$ cat config.mk
export PLATFORM = sky130hd
export DESIGN_NAME = command_scheduler
export DESIGN_NICKNAME = d
export VERILOG_FILES = /design/src/rtl/command_scheduler.sv
export SDC_FILE = /design/constraint.sdc
export NUM_CORES = 1
export LEC_CHECK = 0
export ABC_AREA = 0
export ABC_CLOCK_PERIOD_IN_PS = 5300
export BUFFER_PORTS_ARGS = -buffer_cell sky130_fd_sc_hd__buf_2
export CORE_MARGIN = 2
export CORE_UTILIZATION = 35
export DETAILED_ROUTE_END_ITERATION = 7
export HOLD_SLACK_MARGIN = 0.02
export SLEW_MARGIN = 20
export SYNTH_ARGS = -nofsm -noshare
export SYNTH_HDL_FRONTEND = slang
export SYNTH_SLANG_ARGS = --single-unit
$ cat constraint.sdc
create_clock -name clk_115200hz -period 5.3 [get_ports clk_115200hz]
set_clock_uncertainty 0.1 [all_clocks]
set_input_delay 0.265 -clock clk_115200hz [delete_from_list [all_inputs] [get_ports clk_115200hz]]
set_output_delay 0.265 -clock clk_115200hz [all_outputs]
set_load 0.05 [all_outputs]
$ cat src/rtl/command_scheduler.sv
// command_scheduler
//   Turns the received UART byte stream into {address, command} pairs, queues
//   them in a small request FIFO and serves them one at a time: each valid
//   request is dispatched to the sensor interface under a timeout, and every
//   request (valid, failed, timed out or invalid) is answered with a two-byte
//   reply on the transmitter.
//
// Ports
//   clk_115200hz   sole clock, rising edge
//   reset          synchronous, active-high
//   rx_data/rx_valid                      received byte and its one-cycle strobe
//   sensor_addr/sensor_cmd/sensor_start   request in flight and its dispatch pulse
//   sensor_done/sensor_error/sensor_result  completion strobe with status and data
//   tx_data/tx_start/tx_busy              reply byte, transmit pulse, transmitter busy
//   overflow       one-cycle pulse when a completed pair is dropped (FIFO full)
//   busy           high unless the FSM is idle and the FIFO is empty
module command_scheduler #(
  parameter int         DEPTH          = 4,
  parameter int         ADDR_MAX       = 31,
  parameter logic [7:0] CMD_MAX        = 8'h07,
  parameter int         PAIR_TIMEOUT   = 2304,
  parameter int         SENSOR_TIMEOUT = 57600
) (
  input  logic       clk_115200hz,
  input  logic       reset,
  input  logic [7:0] rx_data,
  input  logic       rx_valid,
  output logic [4:0] sensor_addr,
  output logic [7:0] sensor_cmd,
  output logic       sensor_start,
  input  logic       sensor_done,
  input  logic       sensor_error,
  input  logic [7:0] sensor_result,
  output logic [7:0] tx_data,
  output logic       tx_start,
  input  logic       tx_busy,
  output logic       overflow,
  output logic       busy
);

  localparam int PTR_W  = (DEPTH > 1) ? $clog2(DEPTH) : 1;
  localparam int CNT_W  = $clog2(DEPTH + 1);
  localparam int PCNT_W = $clog2(PAIR_TIMEOUT + 1);
  localparam int TCNT_W = $clog2(SENSOR_TIMEOUT + 1);

  localparam logic [2:0] ST_OK  = 3'b000;
  localparam logic [2:0] ST_ERR = 3'b001;
  localparam logic [2:0] ST_TMO = 3'b010;
  localparam logic [2:0] ST_INV = 3'b111;

  typedef enum logic [2:0] {
    S_IDLE, S_ISSUE, S_WAIT, S_REPLY1, S_TXW1, S_REPLY2, S_TXW2
  } state_t;

  // ---------------------------------------------------------------------------
  // Stage p0: pairing of address byte with the following command byte
  // ---------------------------------------------------------------------------
  logic              have_addr_p0;
  logic [7:0]        addr_p0;
  logic [PCNT_W-1:0] pair_cnt_p0;

  logic push_req;
  logic push_inv;
  logic push;
  logic full;
  logic pop;

  logic [PTR_W-1:0] wr_ptr;
  logic [PTR_W-1:0] rd_ptr;
  logic [CNT_W-1:0] count;
  logic [13:0]      mem [DEPTH];
  logic [13:0]      head;

  always_comb begin
    push_req = have_addr_p0 && rx_valid;
    push_inv = (int'(addr_p0) > ADDR_MAX) || (rx_data == 8'd0) || (rx_data > CMD_MAX);
    full     = (count == CNT_W'(DEPTH));
    push     = push_req && !full;
    head     = mem[rd_ptr];
  end

  always_ff @(posedge clk_115200hz) begin
    if (reset) begin
      have_addr_p0 <= 1'b0;
      pair_cnt_p0  <= '0;
    end else if (rx_valid) begin
      if (have_addr_p0) begin
        have_addr_p0 <= 1'b0;
      end else begin
        have_addr_p0 <= 1'b1;
        pair_cnt_p0  <= '0;
      end
    end else if (have_addr_p0) begin
      // The last idle cycle that brings the count to PAIR_TIMEOUT drops the address.
      if (pair_cnt_p0 == PCNT_W'(PAIR_TIMEOUT - 1)) begin
        have_addr_p0 <= 1'b0;
      end else begin
        pair_cnt_p0 <= pair_cnt_p0 + PCNT_W'(1);
      end
    end
  end

  always_ff @(posedge clk_115200hz) begin
    if (rx_valid && !have_addr_p0) begin
      addr_p0 <= rx_data;
    end
  end

  // ---------------------------------------------------------------------------
  // Stage p1: request FIFO {invalid, addr[4:0], cmd[7:0]}
  // ---------------------------------------------------------------------------
  always_ff @(posedge clk_115200hz) begin
    if (push) begin
      mem[wr_ptr] <= {push_inv, addr_p0[4:0], rx_data};
    end
  end

  always_ff @(posedge clk_115200hz) begin
    if (reset) begin
      wr_ptr <= '0;
      rd_ptr <= '0;
      count  <= '0;
    end else begin
      if (push) begin
        wr_ptr <= wr_ptr + PTR_W'(1);
      end
      if (pop) begin
        rd_ptr <= rd_ptr + PTR_W'(1);
      end
      case ({push, pop})
        2'b10:   count <= count + CNT_W'(1);
        2'b01:   count <= count - CNT_W'(1);
        default: count <= count;
      endcase
    end
  end

  // ---------------------------------------------------------------------------
  // Stage p2: scheduler FSM, sensor dispatch and reply transmission
  // ---------------------------------------------------------------------------
  state_t            state;
  state_t            state_d;
  logic [TCNT_W-1:0] tmo_cnt;
  logic              tx_guard;
  logic [4:0]        inf_addr;
  logic [7:0]        inf_cmd;
  logic [2:0]        status;
  logic [7:0]        result;

  logic       start_d;
  logic       tx_go;
  logic [7:0] tx_byte;
  logic       cap_done;
  logic       cap_tmo;
  logic       tmo_inc;

  always_comb begin
    state_d  = state;
    pop      = 1'b0;
    start_d  = 1'b0;
    tx_go    = 1'b0;
    tx_byte  = 8'd0;
    cap_done = 1'b0;
    cap_tmo  = 1'b0;
    tmo_inc  = 1'b0;
    case (state)
      S_IDLE: begin
        if (count != '0) begin
          pop = 1'b1;
          if (head[13]) begin
            state_d = S_REPLY1;
          end else begin
            start_d = 1'b1;
            state_d = S_ISSUE;
          end
        end
      end
      S_ISSUE: state_d = S_WAIT;
      S_WAIT: begin
        // A completion in the same cycle as the timeout wins.
        if (sensor_done) begin
          cap_done = 1'b1;
          state_d  = S_REPLY1;
        end else if (tmo_cnt == TCNT_W'(SENSOR_TIMEOUT)) begin
          cap_tmo = 1'b1;
          state_d = S_REPLY1;
        end else begin
          tmo_inc = 1'b1;
        end
      end
      S_REPLY1: begin
        if (!tx_busy) begin
          tx_go   = 1'b1;
          tx_byte = {status, inf_addr};
          state_d = S_TXW1;
        end
      end
      // tx_guard masks the cycle before the transmitter can raise tx_busy.
      S_TXW1: if (!tx_guard && !tx_busy) state_d = S_REPLY2;
      S_REPLY2: begin
        if (!tx_busy) begin
          tx_go   = 1'b1;
          tx_byte = (status == ST_OK) ? result : inf_cmd;
          state_d = S_TXW2;
        end
      end
      S_TXW2: if (!tx_guard && !tx_busy) state_d = S_IDLE;
      default: state_d = S_IDLE;
    endcase
  end

  always_ff @(posedge clk_115200hz) begin
    if (reset) begin
      state        <= S_IDLE;
      sensor_start <= 1'b0;
      tx_start     <= 1'b0;
      overflow     <= 1'b0;
      tx_guard     <= 1'b0;
      tmo_cnt      <= '0;
      sensor_addr  <= 5'd0;
      sensor_cmd   <= 8'd0;
      tx_data      <= 8'd0;
    end else begin
      state        <= state_d;
      sensor_start <= start_d;
      tx_start     <= tx_go;
      overflow     <= push_req && full;
      tx_guard     <= tx_go;
      if (state == S_ISSUE) begin
        tmo_cnt <= '0;
      end else if (tmo_inc) begin
        tmo_cnt <= tmo_cnt + TCNT_W'(1);
      end
      if (start_d) begin
        sensor_addr <= head[12:8];
        sensor_cmd  <= head[7:0];
      end
      if (tx_go) begin
        tx_data <= tx_byte;
      end
    end
  end

  always_ff @(posedge clk_115200hz) begin
    if (pop) begin
      inf_addr <= head[12:8];
      inf_cmd  <= head[7:0];
      status   <= head[13] ? ST_INV : ST_OK;
    end
    if (cap_done) begin
      status <= sensor_error ? ST_ERR : ST_OK;
      result <= sensor_result;
    end
    if (cap_tmo) begin
      status <= ST_TMO;
    end
  end

  assign busy = !((state == S_IDLE) && (count == '0));

endmodule
### Word level (Yosys, flattened, before mapping)

Memories as Yosys holds them, arrays and structs flattened. A register that Yosys moved wholly into a read port is not among the register bits.
Cells that the tools add are included.

| word-level totals | value |
|---|---|
| input port bits | 22 |
| memories | 1 |
| memory bits (writable) | 56 |
| output and inout port bits | 25 |
| bits in registers | 95 |
| word-level logic and storage cells | 116 |

| operators by class | value |
|---|---|
| magnitude comparators | 2 |
| eq/ne operators | 19 |
| muxes and demuxes | 45 |
| add/sub/neg operators | 6 |
| reduce and logical (&&, ||, !) cells | 25 |

Memory list:

| memory | depth | width | rd ports | clocked after Yosys merged registers in | write ports | line | source |
|---|---|---|---|---|---|---|---|
| mem | 4 | 14 | 1 | 1 | 1 | 71 | `logic [13:0] mem [DEPTH];` |

Operator list:

| operator | count |
|---|---|
| 12-bit two-way mux | 4 |
| 3-bit two-way mux | 10 |
| 8-bit two-way mux | 3 |
| 1-bit two-way mux | 22 |
| 3-bit one-hot mux with 7 select lines | 1 |
| 16-bit by 1-bit adder with 16-bit output (second input constant) | 1 |
| 16-bit == test (second input constant) | 1 |
| 8-bit one-hot mux with 2 select lines | 1 |
| 2-bit inequality test (second input constant) | 7 |
| 12-bit by 1-bit adder with 12-bit output (second input constant) | 1 |
| 12-bit == test (second input constant) | 1 |
| 3-bit == test (second input constant) | 4 |
| 3-bit logical NOT | 3 |
| 8-bit by 3-bit > comparator with 1-bit output (second input constant) | 1 |
| 8-bit by 5-bit > comparator with 1-bit output (second input constant) | 1 |
| 8-bit logical NOT | 1 |
| 3-bit by 2-bit == test with 1-bit output (second input constant) | 2 |
| 1-bit logical AND | 6 |
| 2-bit two-way mux | 3 |
| 3-bit one-hot mux with 2 select lines | 1 |
| 6-bit AND reduction | 1 |
| 2-bit nonzero test | 3 |
| 1-bit logical NOT | 5 |
| 2-bit by 1-bit adder with 2-bit output (second input constant) | 2 |
| 10 further kinds | 12 |

### Longest topological paths before layout

Gate-level depths: netlist of the first run.

| depth | value |
|---|---|
| depth after elaboration | 5 |
| depth in mapped cells | 10 |
| gate-level depth less buffers | 9 |

### Least setup slack after synthesis of the first run

OpenSTA, ideal clock, no wires.

| timing | value |
|---|---|
| kind | reg2reg |
| start point | reg state[2] |
| end point | reg count[2] |
| arrival | 2846 ps |
| path slack | 2283 ps |
| buffers on the path | 1 |
| period minus slack after synthesis | 3017 ps |
| library setup time | 71 ps |
| cell stages (with the launch flop) | 10 |
| cell sequence | dfxtp_1 > buf_6 > or3_1 > nor2_1 > ha_1 > inv_1 > fa_1 > xor2_1 > or3_1 > a21oi_1 |

| between the ends | value |
|---|---|
| cells in the longest elaborated chain, start to end | 4 |
| elaborated cells on any way between the ends | 6 |
| classes of those cells | 2 x eq/ne; 2 x mux; 2 x reduce/logical |

Ends and longest elaborated chain:

| what | line | source |
|---|---|---|
| start: declaration | 141 | `state_t state;` |
| start signal: assignment | 224 | `state <= state_d;` |
| 3-bit logical NOT (*) | 166 | `case (state)` |
| 1-bit two-way mux (*) | 166 |  |
| net pop | 66 | `logic pop;` |
| 2-bit by 1-bit == test with 1-bit output / 2-bit == test (equally long branches) | 130 | `case ({push, pop})` |
| 3-bit one-hot mux with 2 select lines / 2-bit nonzero test (equally long branches) | n/a |  |
| end signal: assignment | 131 | `2'b10: count <= count + CNT_W'(1);` |
| end signal: assignment | 132 | `2'b01: count <= count - CNT_W'(1);` |
| end signal: assignment | 133 | `default: count <= count;` |
| end: declaration | 70 | `logic [CNT_W-1:0] count;` |

Mark *: on every way through the listed nets, which the timed path passes. The rest lies on a longest branch.
A chain may end at the register's enable or synchronous reset.

==> impl_metrics.env, run 1 <==
export IMPL_track_usage_pct=13.9
export IMPL_setup_viol_count_final=0
export IMPL_core_mm2=0.0179
export IMPL_fmax_mhz=353
export IMPL_slew_viol_final=0
export IMPL_period_needed_ns=2.83
export IMPL_antenna_found_initial=0
export IMPL_yosys_warnings=0
export IMPL_die_area_mm2=0.0193
export IMPL_die_h_um=139
export IMPL_cts_root_buf="clkbuf_16"
export IMPL_htreeDepth=4
export IMPL_critical_path_required_ns=5.47
export IMPL_synth_top_area_share_pct=40.0
export IMPL_worst_pin_slew_ns=0.933
export IMPL_worstPathMaxFanout=14
export IMPL_wl_per_cell_um=16.4
export IMPL_cpMaxStageDelayCell="dfxtp_1"
export IMPL_final_nets=594
export IMPL_crit_arrival_ns=3.00
export IMPL_rsz0062_at_grt="false"
export IMPL_clock_sinks=153
export IMPL_status="finished, final reports clean"
export IMPL_drc_errors=0
export IMPL_maxCapViolCount=0
export IMPL_grt_first_pass_wirelength_um=21200
export IMPL_start_kind="register"
export IMPL_grt_pass1_vias=4084
export IMPL_routed_wl_um=13200
export IMPL_netlist_area_mm2=0.00638
export IMPL_syn_inst=506
export IMPL_cellPowerDensity_mw_per_mm2=454
export IMPL_min_path_type="in -> reg"
export IMPL_chipWidth_um=139
export IMPL_diodes=0
export IMPL_finalPower_mw=3.44
export IMPL_synth_cell_types=60
export IMPL_synth_seq_cells=153
export IMPL_io_pins=47
export IMPL_cts_hold_buffers=16
export IMPL_final_hold_violation_count=0
export IMPL_final_common_cell="edfxtp_1"
export IMPL_numCtsBuffers=17
export IMPL_netlist_top_cells_area="edfxtp_1 40%, dfxtp_1 21%, mux4_2 4.9%, mux2i_1 3.8%, nor2_1 2.5%"
export IMPL_synthArstFlopShare_pct=0
export IMPL_drt_pass1_iter_count=4
export IMPL_slowest_delay_ns=0.93
export IMPL_slew_headroom_pct=37.6
export IMPL_path_cells="mux4_2, nor3_4, mux2i_1, nor2_1"
export IMPL_clk_pin_slew_ns=0.07
export IMPL_criticalPathCategory="reg -> reg"
export IMPL_cts_tree="built"
export IMPL_ir_drop_uv=270
export IMPL_drive_above_1_share_pct=18.6
export IMPL_grt_max_degree=50
export IMPL_portBuffers=46
export IMPL_via_per_inst=5.20
export IMPL_yosysTopAreaCell="edfxtp_1"
export IMPL_leakagePower_nw=2.63
export IMPL_place_congestion=0.821
export IMPL_dp_hpwl_um=8970
export IMPL_grt_overflow=0
export IMPL_setup_tns_ns=0
export IMPL_syn_area_per_cell_um2=12.6
export IMPL_area_growth_pct=18.7
export IMPL_cts_buffer_depth=2
export IMPL_nFillCells=1677
export IMPL_ys_flop_type="edfxtp_1"
export IMPL_cts_setup_buffers=0
export IMPL_synth_nets=537
export IMPL_final_cell_mix="85 x edfxtp_1, 68 x dfxtp_1, 46 x buf_2, 43 x nor2_1, 29 x a21oi_1"
export IMPL_synth_edf_count=85
export IMPL_crit_path_end_kind="register"
export IMPL_clock_latency_ns=0.42
export IMPL_synth_seq_area_share_pct=61.3
export IMPL_fp_row_count=49
export IMPL_start_util_pct=35.6
export IMPL_vias=4183
export IMPL_drt_iter0_markers=160
export IMPL_fin_crit_sh_pct=53.4
export IMPL_drtAntennaViolNets=0
export IMPL_cts_resized=0
==> cells by family (layout without fill, tap and decap cells) <==
kind of cell | Yosys count | after routing | share of synthesized area [%]
AOI/OAI and AO/OA | 92 | 92 | 9.75
buffers and inverters | 41 | 111 | 2.82
adders and majority gates | 9 | 9 | 1.88
muxes | 38 | 38 | 8.71
xor gates and xnor gates | 7 | 7 | 0.961
and+or+nand+nor | 166 | 166 | 14.5
DFF | 153 | 153 | 61.3
==> through the flow <==
stage / cells / hold slack (ns) / area [um^2] / utilization (%) / setup WS, ns
2_1_floorplan: 506 / 0.264 / 6380 / - / 2.28
3_3_place_gp: 757 / 0.343 / 6800 / 38.0 / 2.45
3_5_place_dp: 757 / 0.343 / 6800 / 38.0 / 2.37
4_1_cts: 805 / 0.0960 / 7570 / 42.3 / 2.39
5_1_grt: 805 / 0.139 / 7570 / 42.3 / 2.19
6_report: 805 / 0.103 / 7570 / 42.3 / 2.47
==> synthesized netlist by cell type, drive strengths merged, types with 8 or more instances <==
cell,n
or4,9
or3,9
a31oi,8
o31ai,15
ha,8
a21oi,30
nand2,23
dfxtp,68
nor2,43
inv,15
edfxtp,85
mux4,14
clkbuf,13
nand3,15
nand4,10
o21ai,11
nor3,12
mux2i,24
buf,13
==> routing by layer <==
layer  wire (um)  global-route usage (%)  up-vias
li1            -                       -     2055
met3         395                    3.69        9
met4         158                    4.94        0
met2        6490                    23.2       57
met1        6110                    17.6     2062
met5           0                       0        -
==> state kept, by name (all words and copies together) (netlist names), 3 cells and up, named ones only <==
| name | flops |
|---|---|
| result | 8 |
| status | 3 |
| sensor_addr | 5 |
| tx_data | 8 |
| state | 3 |
| sensor_cmd | 8 |
| addr_p0 | 8 |
| mem | 56 |
| inf_addr | 5 |
| tmo_cnt | 16 |
| count | 3 |
| inf_cmd | 8 |
| pair_cnt_p0 | 12 |
==> critical path: cells and delay by family (launching register included) <==
family	cells	cell delay (ns)
simple gates	2	0.69
mux	2	0.96
flops	1	0.93
==> cell type report <==
class	instances	area, um^2	area share (%)
clock buffer	17	425	5.62
tap	229	287	3.78
multi-input combinational	312	2290	30.3
clock inverter	15	194	2.56
sequential	153	3910	51.7
inverter	15	56.3	0.743
timing repair buffer	64	405	5.35
==> where the power goes <==
| group | internal [mW] | switching [mW] |
|---|---|---|
| Clock | 0.683 | 0.553 |
| Sequential | 1.40 | 0.118 |
| Combinational | 0.278 | 0.406 |
| Total | 2.36 | 1.08 |
==> path summary, 6_finish.rpt <==
check | from | end | slack (ns) | cells after the start
worst min register to register | tx_data[3] | tx_data[3] | 0.40 | 2
worst min-delay path | sensor_error | status[0] | 0.10 | 3
worst max register to register | register | sensor_cmd[6] | 2.47 | 4
worst max-delay path | register | sensor_cmd[6] | 2.47 | 4
(Power assumes the default switching activity.)
==> run 2: changes to the inputs <==
- ABC_AREA: 0 -> 1
- ABC_CLOCK_PERIOD_IN_PS: 5300 -> 2600
- clock period: 5.3 -> 2.6 ns (I/O delays scaled with it)
==> run 2 against run 1 <==
Effect of this change: register-to-register slack got worse by 2.0 ns; flip-flop and latch count did not move; core utilization rose by 0.065 points; area after synthesis rose by 3.4%; largest cell class unchanged.
==> impl_metrics.env, run 2 <==
export IMPL_status="finished, final reports clean"
export IMPL_synth_cell_types=34
export IMPL_largestRegisters="mem: 56 flops, tmo_cnt: 16 flops, pair_cnt_p0: 12 flops"
export IMPL_grt_overflow=0
export IMPL_regMostFlops="mem"
export IMPL_synthTopCellsByCount="138 x nand2_1, 130 x nor2_1, 85 x edfxtp_1"
export IMPL_final_common_cell="nand2_1"
export IMPL_path_cells="inv_1, nand3_1, nand3_1, ha_1, inv_1, fa_1, a21oi_1, o21ai_0, o21ai_0, a21oi_1"
export IMPL_synth_nets=757
export IMPL_worstPathMaxFanout=9
export IMPL_antenna_found_initial=0
export IMPL_crit_arrival_ns=2.36
export IMPL_yosysTopAreaCell="edfxtp_1"
export IMPL_slew_headroom_pct=32.5
export IMPL_drtAntennaViolNets=0
export IMPL_via_per_inst=4.73
export IMPL_r2r_slack_ns=0.44
export IMPL_place_inst=1000
export IMPL_synthXorXnorAreaFrac_pct=0.930
export IMPL_drive_above_1_share_pct=12.8
export IMPL_cts_setup_buffers=0
export IMPL_fin_crit_sh_pct=83.0
export IMPL_fin_hold_ws_ns=0.0622
export IMPL_critPathTopFamily="adder cells"
export IMPL_clock_latency_ns=0.42
export IMPL_final_hold_violation_count=0
export IMPL_reg2reg_depth=10
export IMPL_start_util_pct=35.5
export IMPL_synth_most_common_cell="nand2_1"
export IMPL_cellPowerDensity_mw_per_mm2=919
export IMPL_diodes=0
export IMPL_wl_per_cell_um=13.5
export IMPL_synthMuxAreaShare_pct=0
export IMPL_slew_viol_final=0
export IMPL_dp_hpwl_um=9720
export IMPL_die_h_um=141
export IMPL_final_cell_mix="138 x nand2_1, 130 x nor2_1, 85 x edfxtp_1, 71 x inv_1, 68 x dfxtp_1"
export IMPL_hold_depth=5
export IMPL_reg2reg_to="count[2]"
export IMPL_cts_root_buf="clkbuf_16"
export IMPL_leakagePower_nw=3.04
export IMPL_clock_sinks=153
export IMPL_chipWidth_um=141
export IMPL_grt_first_pass_wirelength_um=23500
export IMPL_fp_row_count=50
export IMPL_cts_tree="built"
export IMPL_worst_pin_slew_ns=1.00
export IMPL_start_kind="register"
export IMPL_netlist_area_mm2=0.00660
export IMPL_crit_path_end_kind="register"
export IMPL_cpMaxStageDelayCell="fa_1"
export IMPL_r2r_start="count[0]"
export IMPL_htreeDepth=4
export IMPL_synthSimpleGateAreaFrac_pct=20.5
export IMPL_synth_top_family_by_area="simple AND/OR/NAND/NOR gates"
export IMPL_maxCapViolCount=0
export IMPL_drt_pass1_iter_count=4
export IMPL_grt_pass1_vias=4691
export IMPL_io_pins=47
export IMPL_routed_wl_um=14200
export IMPL_criticalPathCategory="reg -> reg"
export IMPL_min_path_type="in -> reg"
export IMPL_grt_max_degree=34
export IMPL_slowest_delay_ns=0.39
export IMPL_synthArstFlopShare_pct=0
export IMPL_portBuffers=46
export IMPL_synth_seq_cells=153
export IMPL_die_area_mm2=0.0200
export IMPL_area_growth_pct=19.4
export IMPL_syn_area_per_cell_um2=9.08
export IMPL_setup_tns_ns=0
export IMPL_track_usage_pct=15.0
export IMPL_yosys_warnings=0
export IMPL_rsz0062_at_grt="false"
export IMPL_largest_reg_flops=56
export IMPL_ir_drop_uv=629
export IMPL_synthAdderAreaFrac_pct=1.82
export IMPL_synth_edf_count=85
export IMPL_crit_buf_inv=2
export IMPL_cts_buffer_depth=2
export IMPL_critical_path_required_ns=2.80
export IMPL_synth_seq_area_share_pct=59.3
export IMPL_vias=4985
export IMPL_final_util_pct=42.4
export IMPL_drt_iter0_markers=254
export IMPL_clk_pin_slew_ns=0.06
export IMPL_nFillCells=1817
export IMPL_final_cells=1053
export IMPL_syn_inst=726
export IMPL_final_nets=837
export IMPL_drc_errors=0
export IMPL_fmax_mhz=463
export IMPL_finalPower_mw=7.24
export IMPL_setup_viol_count_final=0
export IMPL_synth_compound_area_share_pct=11.2
export IMPL_netlist_top_cells_area="edfxtp_1 39%, dfxtp_1 21%, nand2_1 7.9%, nor2_1 7.4%, o21ai_0 5.1%"
export IMPL_core_mm2=0.0186
export IMPL_place_congestion=0.821
export IMPL_synth_top_area_share_pct=38.7
export IMPL_min_from="sensor_done"
export IMPL_whs_endpoint="status[2]"
export IMPL_ys_flop_type="edfxtp_1"
export IMPL_numCtsBuffers=17
export IMPL_period_needed_ns=2.16
[run 2: changes by cell type after synthesis, sizes merged, moves of 15 or more]
cell   change
o31ai     -15
nand2    +117
inv       +60
mux2i     -24
a21oi     +16
o21ai     +68
nor2      +94
[run 2: per-stage QoR]
step                setup slack (ns)  cell area (um^2)
floorplan                      0.515              6600
global placement               0.500              7100
detailed placement             0.438              7100
CTS                            0.427              7870
global route                   0.232              7870
finish                         0.442              7870
[run 2: worst max path at each step]
stage | startpoint | cells after the start | endpoint
2_1_floorplan | state[0] | 10 | count[2]
3_3_place_gp | count[0] | 10 | count[2]
3_5_place_dp | count[0] | 10 | count[2]
4_1_cts | count[0] | 10 | count[2]
5_1_grt | count[0] | 10 | count[2]
6_report | count[0] | 10 | count[2]
[run 2: layer usage]
| metal | global-route usage [%] | vias up | routed length, um |
|---|---|---|---|
| met5 | 0 | - | 0 |
| met4 | 5.05 | 0 | 211 |
| met3 | 3.48 | 16 | 525 |
| met2 | 24.3 | 92 | 6660 |
| met1 | 20.0 | 2295 | 6840 |
| li1 | - | 2582 | - |
[run 2: cells by family after synthesis]
family / count (synthesis)
buffers and inverters: 95
AOI/OAI and AO/OA: 142
xor gates and xnor gates: 7
adders and majority gates: 9
DFF: 153
and+or+nand+nor: 320
[run 2: final cells by class]
type	count	area, um^2	share of cell area [%]
Sequential cell	153	3910	49.7
Multi-Input combinational cell	478	2280	28.9
Timing Repair Buffer	80	538	6.83
Clock buffer	17	425	5.40
Tap cell	234	293	3.72
Inverter	76	287	3.64
Clock inverter	15	140	1.78
[run 2: what timing repair did]
action / in CTS / in global routing
endpoints found under the hold margin: 60 / 0
hold buffers: 21 / 0
gates resized for setup: 0 / 0
[run 2: worst reg2reg max path, delay by kind of cell, from the launching register on]
| kind | cells | cell delay, ns |
|---|---|---|
| AOI/OAI and AO/OA | 4 | 0.47 |
| adders and majority gates | 2 | 0.58 |
| buffers and inverters | 2 | 0.21 |
| DFF | 1 | 0.33 |
| and+or+nand+nor | 2 | 0.36 |
[run 2: power by group]
group / switching (mW) / internal [mW]
clock: 1.02 / 1.33
sequential: 0.163 / 2.90
combinational: 1.34 / 0.488
